[config.mk]
export PLATFORM = sky130hd
export DESIGN_NAME = conved_maxpool_reader_flat
export DESIGN_NICKNAME = d
export VERILOG_FILES = /design/src/rtl/conved_maxpool_reader_pkg.sv /design/src/rtl/conved_maxpool_reader_if.sv /design/src/rtl/conved_maxpool_reader_max2.sv /design/src/rtl/conved_maxpool_reader.sv /design/src/flat_wrapper.sv
export SDC_FILE = /design/constraint.sdc
export NUM_CORES = 1
export LEC_CHECK = 0
export CORE_AREA = 2 2 71 73
export DETAILED_ROUTE_END_ITERATION = 7
export DIE_AREA = 0 0 73 75
export DONT_BUFFER_PORTS = 1
export GPL_ROUTABILITY_DRIVEN = 1
export SYNTH_ARGS = -nofsm -noshare
export SYNTH_HDL_FRONTEND = slang
export SYNTH_HIERARCHICAL = 1
export SYNTH_SLANG_ARGS = --single-unit
[constraint.sdc]
create_clock -name clk -period 5 [get_ports clk]
set_input_delay 0.5 -clock clk [delete_from_list [all_inputs] [get_ports clk]]
set_output_delay 0.5 -clock clk [all_outputs]
set_load 0.02 [all_outputs]
[src/rtl/conved_maxpool_reader_pkg.sv]
// Shared CNN types and sizing constants for the conved-map pooling stage.
package cnn_pkg;

    localparam int DATA_W    = 16;
    localparam int CON_SIZE  = 4;
    localparam int CON_ADDR  = 2;
    localparam int POOL_SIZE = CON_SIZE / 2;

    typedef enum logic [2:0] {
        IDLE,
        RD,
        DRAIN,
        OUT,
        DONE
    } pool_state_t;

endpackage

[src/rtl/conved_maxpool_reader_if.sv]
// Bundle of the conved-memory read port, the pooled valid/ready output and status.
interface conved_maxpool_reader_if #(
    parameter int CON_ADDR = cnn_pkg::CON_ADDR,
    parameter int DATA_W   = cnn_pkg::DATA_W
);

    logic                       start;
    logic                       rd_en;
    logic        [CON_ADDR-1:0] rd_row;
    logic        [CON_ADDR-1:0] rd_col;
    logic signed [DATA_W-1:0]   rd_data;
    logic signed [DATA_W-1:0]   pool_data;
    logic        [CON_ADDR-2:0] pool_row;
    logic        [CON_ADDR-2:0] pool_col;
    logic                       pool_valid;
    logic                       pool_ready;
    logic                       busy;
    logic                       done;

    modport master (
        input  start, rd_data, pool_ready,
        output rd_en, rd_row, rd_col, pool_data, pool_row, pool_col,
               pool_valid, busy, done
    );

    modport slave (
        output start, rd_data, pool_ready,
        input  rd_en, rd_row, rd_col, pool_data, pool_row, pool_col,
               pool_valid, busy, done
    );

endinterface

[src/rtl/conved_maxpool_reader_max2.sv]
// Two-input signed maximum; on a tie the b operand (the running max) is kept.
module max2_signed #(
    parameter int DATA_W = 16
) (
    input  logic signed [DATA_W-1:0] i_a,
    input  logic signed [DATA_W-1:0] i_b,
    output logic signed [DATA_W-1:0] o_y
);

    assign o_y = (i_a > i_b) ? i_a : i_b;

endmodule

[src/rtl/conved_maxpool_reader.sv]
// Walks the conved map in 2x2 windows, one read per cycle, and emits the signed
// max of each window on a valid/ready port.
module conved_maxpool_reader #(
    parameter int CON_SIZE = cnn_pkg::CON_SIZE,
    parameter int CON_ADDR = cnn_pkg::CON_ADDR,
    parameter int DATA_W   = cnn_pkg::DATA_W
) (
    input  logic                    clk,
    input  logic                    reset,
    conved_maxpool_reader_if.master bus
);

    import cnn_pkg::*;

    localparam int                POOL_W   = CON_ADDR - 1;
    localparam logic [POOL_W-1:0] LAST_WIN = POOL_W'(CON_SIZE / 2 - 1);

    pool_state_t               r_state;
    pool_state_t               w_next_state;
    logic        [POOL_W-1:0]  r_win_r;
    logic        [POOL_W-1:0]  r_win_c;
    logic        [1:0]         r_k;
    logic        [1:0]         r_k_d;
    logic                      r_rd_vld_d;
    logic signed [DATA_W-1:0]  r_acc;
    logic signed [DATA_W-1:0]  w_max;
    logic                      w_last_win;

    assign w_last_win = (r_win_r == LAST_WIN) && (r_win_c == LAST_WIN);

    // NOTE: sequential state uses non-blocking assignments so every register
    // samples pre-edge values regardless of process ordering.
    always_ff @(posedge clk) begin
        if (reset) begin
            r_state <= IDLE;
        end else begin
            r_state <= w_next_state;
        end
    end

    // NOTE: the default assignment first keeps this combinational block from
    // inferring a latch on paths that do not assign the signal.
    always_comb begin
        w_next_state = r_state;
        unique case (r_state)
            IDLE:    if (bus.start) w_next_state = RD;
            RD:      if (r_k == 2'd3) w_next_state = DRAIN;
            DRAIN:   w_next_state = OUT;
            OUT:     if (bus.pool_ready) w_next_state = w_last_win ? DONE : RD;
            DONE:    w_next_state = IDLE;
            default: w_next_state = IDLE;
        endcase
    end

    // Read address is the window origin doubled plus the k offset: TL, TR, BL, BR.
    always_comb begin
        bus.rd_en      = 1'b0;
        bus.rd_row     = '0;
        bus.rd_col     = '0;
        bus.pool_valid = 1'b0;
        bus.pool_data  = '0;
        bus.pool_row   = '0;
        bus.pool_col   = '0;
        bus.busy       = 1'b0;
        bus.done       = 1'b0;
        unique case (r_state)
            RD: begin
                bus.rd_en  = 1'b1;
                bus.rd_row = {r_win_r, r_k[1]};
                bus.rd_col = {r_win_c, r_k[0]};
                bus.busy   = 1'b1;
            end
            DRAIN: begin
                bus.busy = 1'b1;
            end
            OUT: begin
                bus.pool_valid = 1'b1;
                bus.pool_data  = r_acc;
                bus.pool_row   = r_win_r;
                bus.pool_col   = r_win_c;
                bus.busy       = 1'b1;
            end
            DONE: begin
                bus.done = 1'b1;
                bus.busy = 1'b1;
            end
            default: ;
        endcase
    end

    always_ff @(posedge clk) begin
        if (reset) begin
            r_win_r <= '0;
            r_win_c <= '0;
            r_k     <= '0;
        end else begin
            unique case (r_state)
                IDLE: begin
                    if (bus.start) begin
                        r_win_r <= '0;
                        r_win_c <= '0;
                        r_k     <= '0;
                    end
                end
                RD: r_k <= r_k + 2'd1;
                OUT: begin
                    if (bus.pool_ready && !w_last_win) begin
                        if (r_win_c == LAST_WIN) begin
                            r_win_c <= '0;
                            r_win_r <= r_win_r + POOL_W'(1);
                        end else begin
                            r_win_c <= r_win_c + POOL_W'(1);
                        end
                    end
                end
                default: ;
            endcase
        end
    end

    max2_signed #(
        .DATA_W (DATA_W)
    ) u_max2 (
        .i_a (bus.rd_data),
        .i_b (r_acc),
        .o_y (w_max)
    );

    // Delayed strobe and k tag mark which cycle carries which window element.
    always_ff @(posedge clk) begin
        if (reset) begin
            r_rd_vld_d <= 1'b0;
            r_k_d      <= '0;
            r_acc      <= '0;
        end else begin
            r_rd_vld_d <= (r_state == RD);
            r_k_d      <= r_k;
            if (r_rd_vld_d) begin
                r_acc <= (r_k_d == 2'd0) ? bus.rd_data : w_max;
            end
        end
    end

endmodule

[src/flat_wrapper.sv]
// flat-port wrapper written by rule: the top's interface ports become plain ports
module conved_maxpool_reader_flat import cnn_pkg::*;
#(
    parameter int CON_SIZE = cnn_pkg::CON_SIZE,
    parameter int CON_ADDR = cnn_pkg::CON_ADDR,
    parameter int DATA_W   = cnn_pkg::DATA_W
)
  (clk, reset, bus_start, bus_rd_data, bus_pool_ready, bus_rd_en, bus_rd_row, bus_rd_col, bus_pool_data, bus_pool_row, bus_pool_col, bus_pool_valid, bus_busy, bus_done);
  conved_maxpool_reader_if #(.CON_ADDR(CON_ADDR), .DATA_W(DATA_W)) bus_i ();
  input  logic clk;
  input  logic reset;
  input wire logic [$bits(bus_i.start)-1:0] bus_start;
  input wire logic [$bits(bus_i.rd_data)-1:0] bus_rd_data;
  input wire logic [$bits(bus_i.pool_ready)-1:0] bus_pool_ready;
  output wire logic [$bits(bus_i.rd_en)-1:0] bus_rd_en;
  output wire logic [$bits(bus_i.rd_row)-1:0] bus_rd_row;
  output wire logic [$bits(bus_i.rd_col)-1:0] bus_rd_col;
  output wire logic [$bits(bus_i.pool_data)-1:0] bus_pool_data;
  output wire logic [$bits(bus_i.pool_row)-1:0] bus_pool_row;
  output wire logic [$bits(bus_i.pool_col)-1:0] bus_pool_col;
  output wire logic [$bits(bus_i.pool_valid)-1:0] bus_pool_valid;
  output wire logic [$bits(bus_i.busy)-1:0] bus_busy;
  output wire logic [$bits(bus_i.done)-1:0] bus_done;
  assign bus_i.start = bus_start;
  assign bus_i.rd_data = bus_rd_data;
  assign bus_i.pool_ready = bus_pool_ready;
  assign bus_rd_en = bus_i.rd_en;
  assign bus_rd_row = bus_i.rd_row;
  assign bus_rd_col = bus_i.rd_col;
  assign bus_pool_data = bus_i.pool_data;
  assign bus_pool_row = bus_i.pool_row;
  assign bus_pool_col = bus_i.pool_col;
  assign bus_pool_valid = bus_i.pool_valid;
  assign bus_busy = bus_i.busy;
  assign bus_done = bus_i.done;
  conved_maxpool_reader #(.CON_SIZE(CON_SIZE), .CON_ADDR(CON_ADDR), .DATA_W(DATA_W)) u_core (.clk(clk), .reset(reset), .bus(bus_i));
endmodule
## After elaboration in Yosys (flattened, before gate mapping)

Cells that the tools add are included.

| word-level totals | value |
|---|---|
| flip-flop bits (word level) | 26 |
| input bits | 20 |
| output and inout port bits | 26 |
| logic and storage cells | 60 |

| operators by class | value |
|---|---|
| add/sub/neg operators | 3 |
| order comparisons | 1 |
| equal/unequal tests | 10 |
| muxes and demuxes | 25 |
| reductions and logical operators | 14 |

Operators with widths:

| operator | number |
|---|---|
| $mux W16 | 3 |
| $gt A16 B16 Y1 | 1 |
| $mux W3 | 4 |
| $pmux W3 S4 | 1 |
| $mux W1 | 11 |
| $eq A3 B2 Y1 const B | 2 |
| $mux W2 | 3 |
| $ne A2 B1 Y1 const B | 3 |
| $reduce_and A3 Y1 | 2 |
| $reduce_bool A2 Y1 | 3 |
| $ne A2 B2 Y1 const B | 2 |
| $pmux W1 S2 | 2 |
| $pmux W2 S2 | 1 |
| $reduce_and A2 Y1 | 2 |
| $reduce_and A4 Y1 | 1 |
| $reduce_or A4 Y1 | 1 |
| $eq A3 B1 Y1 const B | 1 |
| $eq A3 B3 Y1 const B | 1 |
| $logic_not A3 Y1 | 1 |
| $add A1 B1 Y1 const B | 2 |
| $add A2 B1 Y2 const B | 1 |
| $eq A2 B2 Y1 const B | 1 |
| $logic_and A1 B1 Y1 | 2 |
| $logic_not A2 Y1 | 1 |
| $logic_not A1 Y1 | 1 |

## Logic depth before layout (Yosys ltp)

Gate-level depths: netlist of the first run.

| depth | value |
|---|---|
| depth in word-level cells | 5 |
| mapped depth | 11 |
| mapped depth without buffers | 10 |

## Cells and area by module

The synthesis of the first run kept the hierarchy.

By module, submodules not included:

| module | times used | cells an instance | area an instance (um^2) | sequential area each (um^2) |
|---|---|---|---|---|
| conved_maxpool_reader | 1 | 162 | 1380.1 | 520.5 |
| max2_signed | 1 | 78 | 686.9 | 0.0 |

## Worst setup path after synthesis of the first run

OpenSTA, ideal clock, no wires.

| timing | value |
|---|---|
| path type | input port to flip-flop |
| from | in bus_rd_data[11] |
| to | reg u_core.r_acc[13] |
| library setup time | 139 ps |
| arrival | 2969 ps |
| required time | 4861 ps |
| slack | 1893 ps |
| stages on the path | 10 |
| buffers on the path | 1 |
| cells stage by stage | ha_1 nand2_1 or4_4 or4_4 nand3_2 mux2i_4 buf_12 mux2_4 nand2_1 a311oi_2 |

| on the way | value |
|---|---|
| cells in the longest elaborated chain, start to end | 3 |

Ends and longest elaborated chain:

| element | RTL line | source |
|---|---|---|
| start: declaration | flat_wrapper.sv:13 | `input wire logic [$bits(bus_i.rd_data)-1:0] bus_rd_data;` |
| $gt A16 B16 Y1 | conved_maxpool_reader_max2.sv:10 | `assign o_y = (i_a > i_b) ? i_a : i_b;` |
| $reduce_bool A2 Y1 (no source line) | -- |  |
| $reduce_and A2 Y1 (no source line) | -- |  |
| end signal: assignment | conved_maxpool_reader.sv:139 | `r_acc <= (r_k_d == 2'd0) ? bus.rd_data : w_max;` |
| end: declaration | conved_maxpool_reader.sv:25 | `logic signed [DATA_W-1:0] r_acc;` |

Every way passes these cells.
A chain may end at the register's enable or synchronous reset.

## Worst setup path after layout of the first run

| timing | value |
|---|---|
| from | reg u_core.r_acc[11] |
| to | reg u_core.r_acc[4] |

| on the way | value |
|---|---|
| cells in the longest elaborated chain, start to end | 3 |

Ends and longest elaborated chain:

| element | RTL line |
|---|---|
| $gt A16 B16 Y1 | conved_maxpool_reader_max2.sv:10 |
| $reduce_bool A2 Y1 (no source line) | -- |
| $reduce_and A2 Y1 (no source line) | -- |

Every way passes these cells.

==> results_dict.tcl, run 1 <==
set metrics [dict create \
    outcome "finished, final reports clean" \
    max_stage_delay_ns 0.67 \
    power.leakage_uw 0.000815 \
    crit_cells 10 \
    synthesis.nets 277 \
    final_nets 269 \
    syn_area_per_cell_um2 8.61 \
    p_per_area_mw_per_mm2 252 \
    crit_type "flip-flop to flip-flop" \
    place_area_mm2 0.00203 \
    wire_per_inst_um 14.5 \
    critPathSlowestCell "mux2i_4" \
    antenna_left 0 \
    gp_congestion 0.751 \
    r2r-end "u_core/r_acc[4]" \
    grt_pass1_wl_mm 6.86 \
    initial_core_util_pct 44.3 \
    cts_buffers 3 \
    crit_start "u_core/r_acc[11]" \
    worstPathCellList "inv_1, ha_1, nand2_1, or4_4, or4_4, nand3_2, mux2i_4, mux2_2, nand2_1, a311oi_2" \
    place.detailed.hpwl_mm 2.96 \
    grt_use_met2_pct 24.0 \
    min_period_ns 3.40 \
    num_vias 1582 \
    globalRouteMet3Util_pct 3.75 \
    grtUsageMet1_pct 22.1 \
    rr_startpoint "u_core/r_acc[11]" \
    r2r_slack_ns 1.60 \
    core_area_mm2 0.00466 \
    grt_overflow 0 \
    grt_start_max_net_pins 26 \
    crit_path_start_kind "flip-flop" \
    cts_tree "built" \
    die_w_um 73 \
    path_max_fanout 16 \
    yosysWarningCount 6 \
    synth_area_mm2 0.00207 \
    peakVddDrop_uv 124 \
    end_kind "flip-flop" \
    ys_seq_area_share_pct 25.2 \
    cp-endpoint "u_core/r_acc[4]" \
    skew_ns 0.00715 \
    rsz0062_at_grt "false" \
    hold_viol 0 \
    clk_path_buf_depth 2 \
    fin_tns_setup_ns 0 \
    die-area_mm2 0.00548 \
    slew_viol_final 0 \
    grt_busiest_layer "met2" \
    synth.area.top_cells "dfxtp_1 (25%), ha_1 (10%), nand2_1 (7.6%)" \
    ios 46 \
    grt_use_total_pct 15.7 \
    antenna_found_initial 0 \
    numClockSinks 26 \
    drt_pass1_iterations 5 \
    worstMarginPinSlew_ns 0.765 \
    synth_seq_cells 26 \
    drt-total-wl_mm 4.12 \
    setup_viol 0 \
    drtIter0Drc 89 \
    cpLargestDelayFamily "simple AND/OR/NAND/NOR gates" \
    grt_pass1_vias 1451 \
    via_per_inst 5.55 \
    synth_top_area_share_pct 25.2 \
    fin_crit_sh_pct 68.0 \
    die_h_um 75 \
    cap_violations 0 \
    area_delta_synth_final_pct 1.70 \
    slew_headroom_pct 47.9 \
    min-delay-path-class "input pin to flip-flop" \
    yosysTopAreaCell "dfxtp_1" \
    cts_root_buf "clkbuf_8" \
    drc 0 \
    portBuffers 0 \
    ctsResizeCount 0 \
    syn_inst 240 \
    worst_r2r_path_depth 10 \
    final_area_mm2 0.00210 \
    layout-drive-gt1-share_pct 18.2 \
    rows 25 \
    critical_path_buf_inv_count 1 \
    htree_levels 1 \
    ctsHoldBuffers 0 \
    clk_latency_ns 0.27 \
    max_freq_ghz 0.294 \
    path_clk_slew_ns 0.10 \
    diodes 0 \
    cp.required_ns 5.15 \
    worstPathArrival_ns 3.55 \
    post_cts_buffers 0 \
    netlist-cell-type-count 41 \
]
[metal layers]
metal,up-vias,routed length [um]
met4,0,30
met3,4,253
met5,-,0
li1,810,-
met2,33,1780
met1,735,2060
[how the worst min path moves through the flow]
stage                        from                to  slack [ns]  depth (start not counted)
detailed placement  u_core/r_k[0]     u_core/r_k[0]        0.50                          2
CTS                         reset   u_core/r_acc[5]        0.28                          1
global placement    u_core/r_k[1]   u_core/r_k_d[1]        0.49                          1
finish                      reset  u_core/r_acc[13]        0.28                          1
floorplan           u_core/r_k[1]     u_core/r_k[1]        0.46                          2
global route                reset   u_core/r_acc[5]        0.26                          1
[report_power, final]
group | total, uW | switching, uW | internal [uW]
clock | 179 | 71.7 | 107
combinational | 121 | 57.6 | 63.1
sequential | 231 | 12.8 | 218
[cell usage in the layout (no fill, tap or decap), drive strengths merged, types with 2 or more instances in the layout]
cell type / count
or4: 2
a31oi: 2
nor4: 4
nor2: 20
o21bai: 2
and3b: 2
mux2: 16
clkbuf: 3
ha: 17
and2: 22
a21oi: 12
nand2: 42
inv: 19
nand3: 3
or2: 2
nor3: 2
o31ai: 2
a311oi: 17
nor2b: 4
dfxtp: 26
nor3b: 3
[registers in the layout (all words and copies together) (netlist names)]
| name | flops |
|---|---|
| u_core/r_acc | 16 |
| u_core/r_state | 3 |
| u_core/r_k | 2 |
| u_core/r_k_d | 2 |
| u_core/r_rd_vld_d | 1 |
| u_core/r_win_c | 1 |
| u_core/r_win_r | 1 |
[kinds of logic (layout without fill, tap and decap cells)]
group           Yosys count  in the layout  share of synthesized area [%]
simple gates            109            109                           27.7
fa+ha+maj                17             17                           10.3
compound gates           37             37                           16.0
mux                      17             17                           11.6
flops                    26             26                           25.2
buf+inv                  33             24                           8.84
xor+xnor                  1              1                          0.424
[cells in the mapped netlist, drive strengths merged]
master	instances
or2	2
nand2b	1
ha	17
and3b	2
nand2	42
a21boi	1
o21ai	1
xnor2	1
mux2	16
nand4	1
nor3	2
or4	2
o31ai	2
buf	13
a21oi	12
dfxtp	26
inv	19
nor2b	4
mux2i	1
clkbuf	1
o21bai	2
nand3	3
and2b	1
a31oi	2
and2	22
nor3b	3
nor4	4
nor2	20
a311oi	17
[area by class of cell]
| class | instances | area, um2 |
|---|---|---|
| clock inverter | 1 | 30.0 |
| inverter | 19 | 71.3 |
| timing repair buffer | 1 | 7.51 |
| clock buffer | 3 | 41.3 |
| fill | 472 | 2560 |
| multi-input combinational | 181 | 1360 |
| sequential | 26 | 520 |
| tap | 54 | 67.6 |
[stage by stage]
| step | util [%] | power (uW) | setup WS (ns) | hold slack [ns] | cells |
|---|---|---|---|---|---|
| after floorplan | - | 350 | 1.89 | 0.464 | 240 |
| after global placement | 43.6 | 355 | 1.56 | 0.493 | 281 |
| after detailed placement | 43.6 | 357 | 1.53 | 0.496 | 281 |
| after CTS | 45.1 | 537 | 1.59 | 0.275 | 285 |
| after global routing | 45.1 | 562 | 1.44 | 0.264 | 285 |
| final | 45.1 | 530 | 1.60 | 0.282 | 285 |
Power figures use the tool's default switching activity.
==> run 2: changes to the inputs <==
==> constraint.sdc (replaced) <==
create_clock -name clk -period 3.48 [get_ports clk]
set_input_delay 0.348 -clock clk [delete_from_list [all_inputs] [get_ports clk]]
set_output_delay 0.348 -clock clk [all_outputs]
set_load 0.02 [all_outputs]
==> run 2 against run 1 <==
Net effect: worst setup slack got worse by 1.3 ns; first-iteration DRC count shrank 1.1%; power rose by 44%; highest routed layer unchanged; register-to-register slack worse by 1.3 ns; non-clock buffer count up 2.
==> results_dict.tcl, run 2 (synthesized netlist as in run 1, its figures left out) <==
set metrics [dict create \
    antenna_left 0 \
    antenna_found_initial 0 \
    largest_reg_flops 16 \
    reg_top3 "u_core/r_acc (16), u_core/r_state (3)" \
    max_freq_ghz 0.315 \
    worstHoldPathCells 1 \
    skew_ns 0.00618 \
    fin_tns_setup_ns 0 \
    num_vias 1574 \
    path_clk_slew_ns 0.10 \
    diodes 0 \
    grt_start_max_net_pins 33 \
    drc 0 \
    layout_commonest_cell "nand2_1" \
    post_cts_buffers 0 \
    r2r_slack_ns 0.31 \
    numClockSinks 26 \
    fin_cells 287 \
    min_from "reset" \
    cap_violations 0 \
    grt_pass1_wl_mm 6.85 \
    layout-drive-gt1-share_pct 18.9 \
    htree_levels 1 \
    fin_crit_sh_pct 91.2 \
    drt_pass1_iterations 4 \
    grt_overflow 0 \
    routed.top_layer "met4" \
    wl_met1_mm 2.05 \
    slew_viol_final 0 \
    worst_r2r_path_depth 11 \
    power.leakage_uw 0.000825 \
    worstMarginPinSlew_ns 1.29 \
    area_delta_synth_final_pct 2.42 \
    final_core_util_pct 45.4 \
    met3_length_um 217 \
    r2r-end "u_core/r_acc[15]" \
    grt_use_total_pct 15.9 \
    ios 46 \
    slew_headroom_pct 13.9 \
    clk_path_buf_depth 2 \
    routed-wl-met2_mm 1.88 \
    grt_pass1_vias 1401 \
    nFillCells 453 \
    holdWs_ns 0.133 \
    place.detailed.hpwl_mm 2.92 \
    cts_root_buf "clkbuf_8" \
    fin_ws_ns 0.308 \
    clk_latency_ns 0.27 \
    rr_startpoint "u_core/r_acc[11]" \
    wire_per_inst_um 14.6 \
    hold_viol 0 \
    cts_buffers 3 \
    crit_start "u_core/r_acc[11]" \
    whs_endpoint "u_core/r_acc[1]" \
    min-delay-path-class "input pin to flip-flop" \
    ctsHoldBuffers 0 \
    dpl_worst_slack_ns 0.311 \
    path_max_fanout 8 \
    worstPathArrival_ns 3.26 \
    largest-register "u_core/r_acc" \
    rsz0062_at_grt "false" \
    gp_congestion 0.760 \
    p_per_area_mw_per_mm2 362 \
    crit_path_start_kind "flip-flop" \
    peakVddDrop_uv 142 \
    setup_viol 0 \
    final_cell_mix "nand2_1 (42), dfxtp_1 (26), and2_1 (22)" \
    initial_core_util_pct 44.3 \
    drtIter0Drc 88 \
    via_per_inst 5.48 \
    ctsResizeCount 0 \
    dp.cells 283 \
    end_kind "flip-flop" \
    min_period_ns 3.17 \
    cp.required_ns 3.57 \
    core_area_mm2 0.00466 \
    cts_tree "built" \
    outcome "finished, final reports clean" \
    rows 25 \
    crit_type "flip-flop to flip-flop" \
    die-area_mm2 0.00548 \
    die_w_um 73 \
    final_nets 271 \
    portBuffers 0 \
    die_h_um 75 \
    drt-total-wl_mm 4.18 \
]
[run 2: worst max-delay path by stage]
stage	to	slack [ns]	cells after the start
2_1_floorplan	u_core/r_acc[13]	0.49	11
6_report	u_core/r_acc[15]	0.31	11
4_1_cts	u_core/r_acc[15]	0.29	11
3_5_place_dp	u_core/r_acc[15]	0.31	11
5_1_grt	u_core/r_acc[15]	0.17	11
3_3_place_gp	u_core/r_acc[15]	0.38	11
[run 2: through the flow]
stage | cell area [um2] | power (uW)
5_1_grt | 2120 | 810
4_1_cts | 2120 | 775
6_report | 2120 | 766
2_1_floorplan | 2070 | 502
3_3_place_gp | 2050 | 516
3_5_place_dp | 2050 | 518
[run 2: per-layer routing]
layer  track usage, %  vias up
li1                 -      811
met1             22.3      736
met2             25.0       25
met3             2.81        2
met4             4.94        0
met5                0        -
[run 2: power by group]
group	total [uW]	switching, uW	internal (uW)
clock network	256	102	154
logic	176	80.6	95.2
registers	334	21.4	313
total	766	204	562
[run 2: cell type report]
cell class                 instances  area (um2)  area share (%)
clock inverter                     1        30.0            1.42
sequential                        26         520            24.6
timing repair buffer               3        22.5            1.06
tap                               54        67.6            3.19
inverter                          19        71.3            3.37
clock buffer                       3        41.3            1.95
multi-input combinational        181        1360            64.4
[run 2: worst max-delay path, cell delays in order (launching register included)]
cell	delay (ns)
dfxtp_1	0.39
inv_1	0.06
ha_1	0.28
nand2_1	0.07
or4_4	0.55
or4_4	0.55
nand3_2	0.12
mux2i_4	0.23
buf_4	0.22
mux2_2	0.34
nand2_1	0.07
a311oi_2	0.11
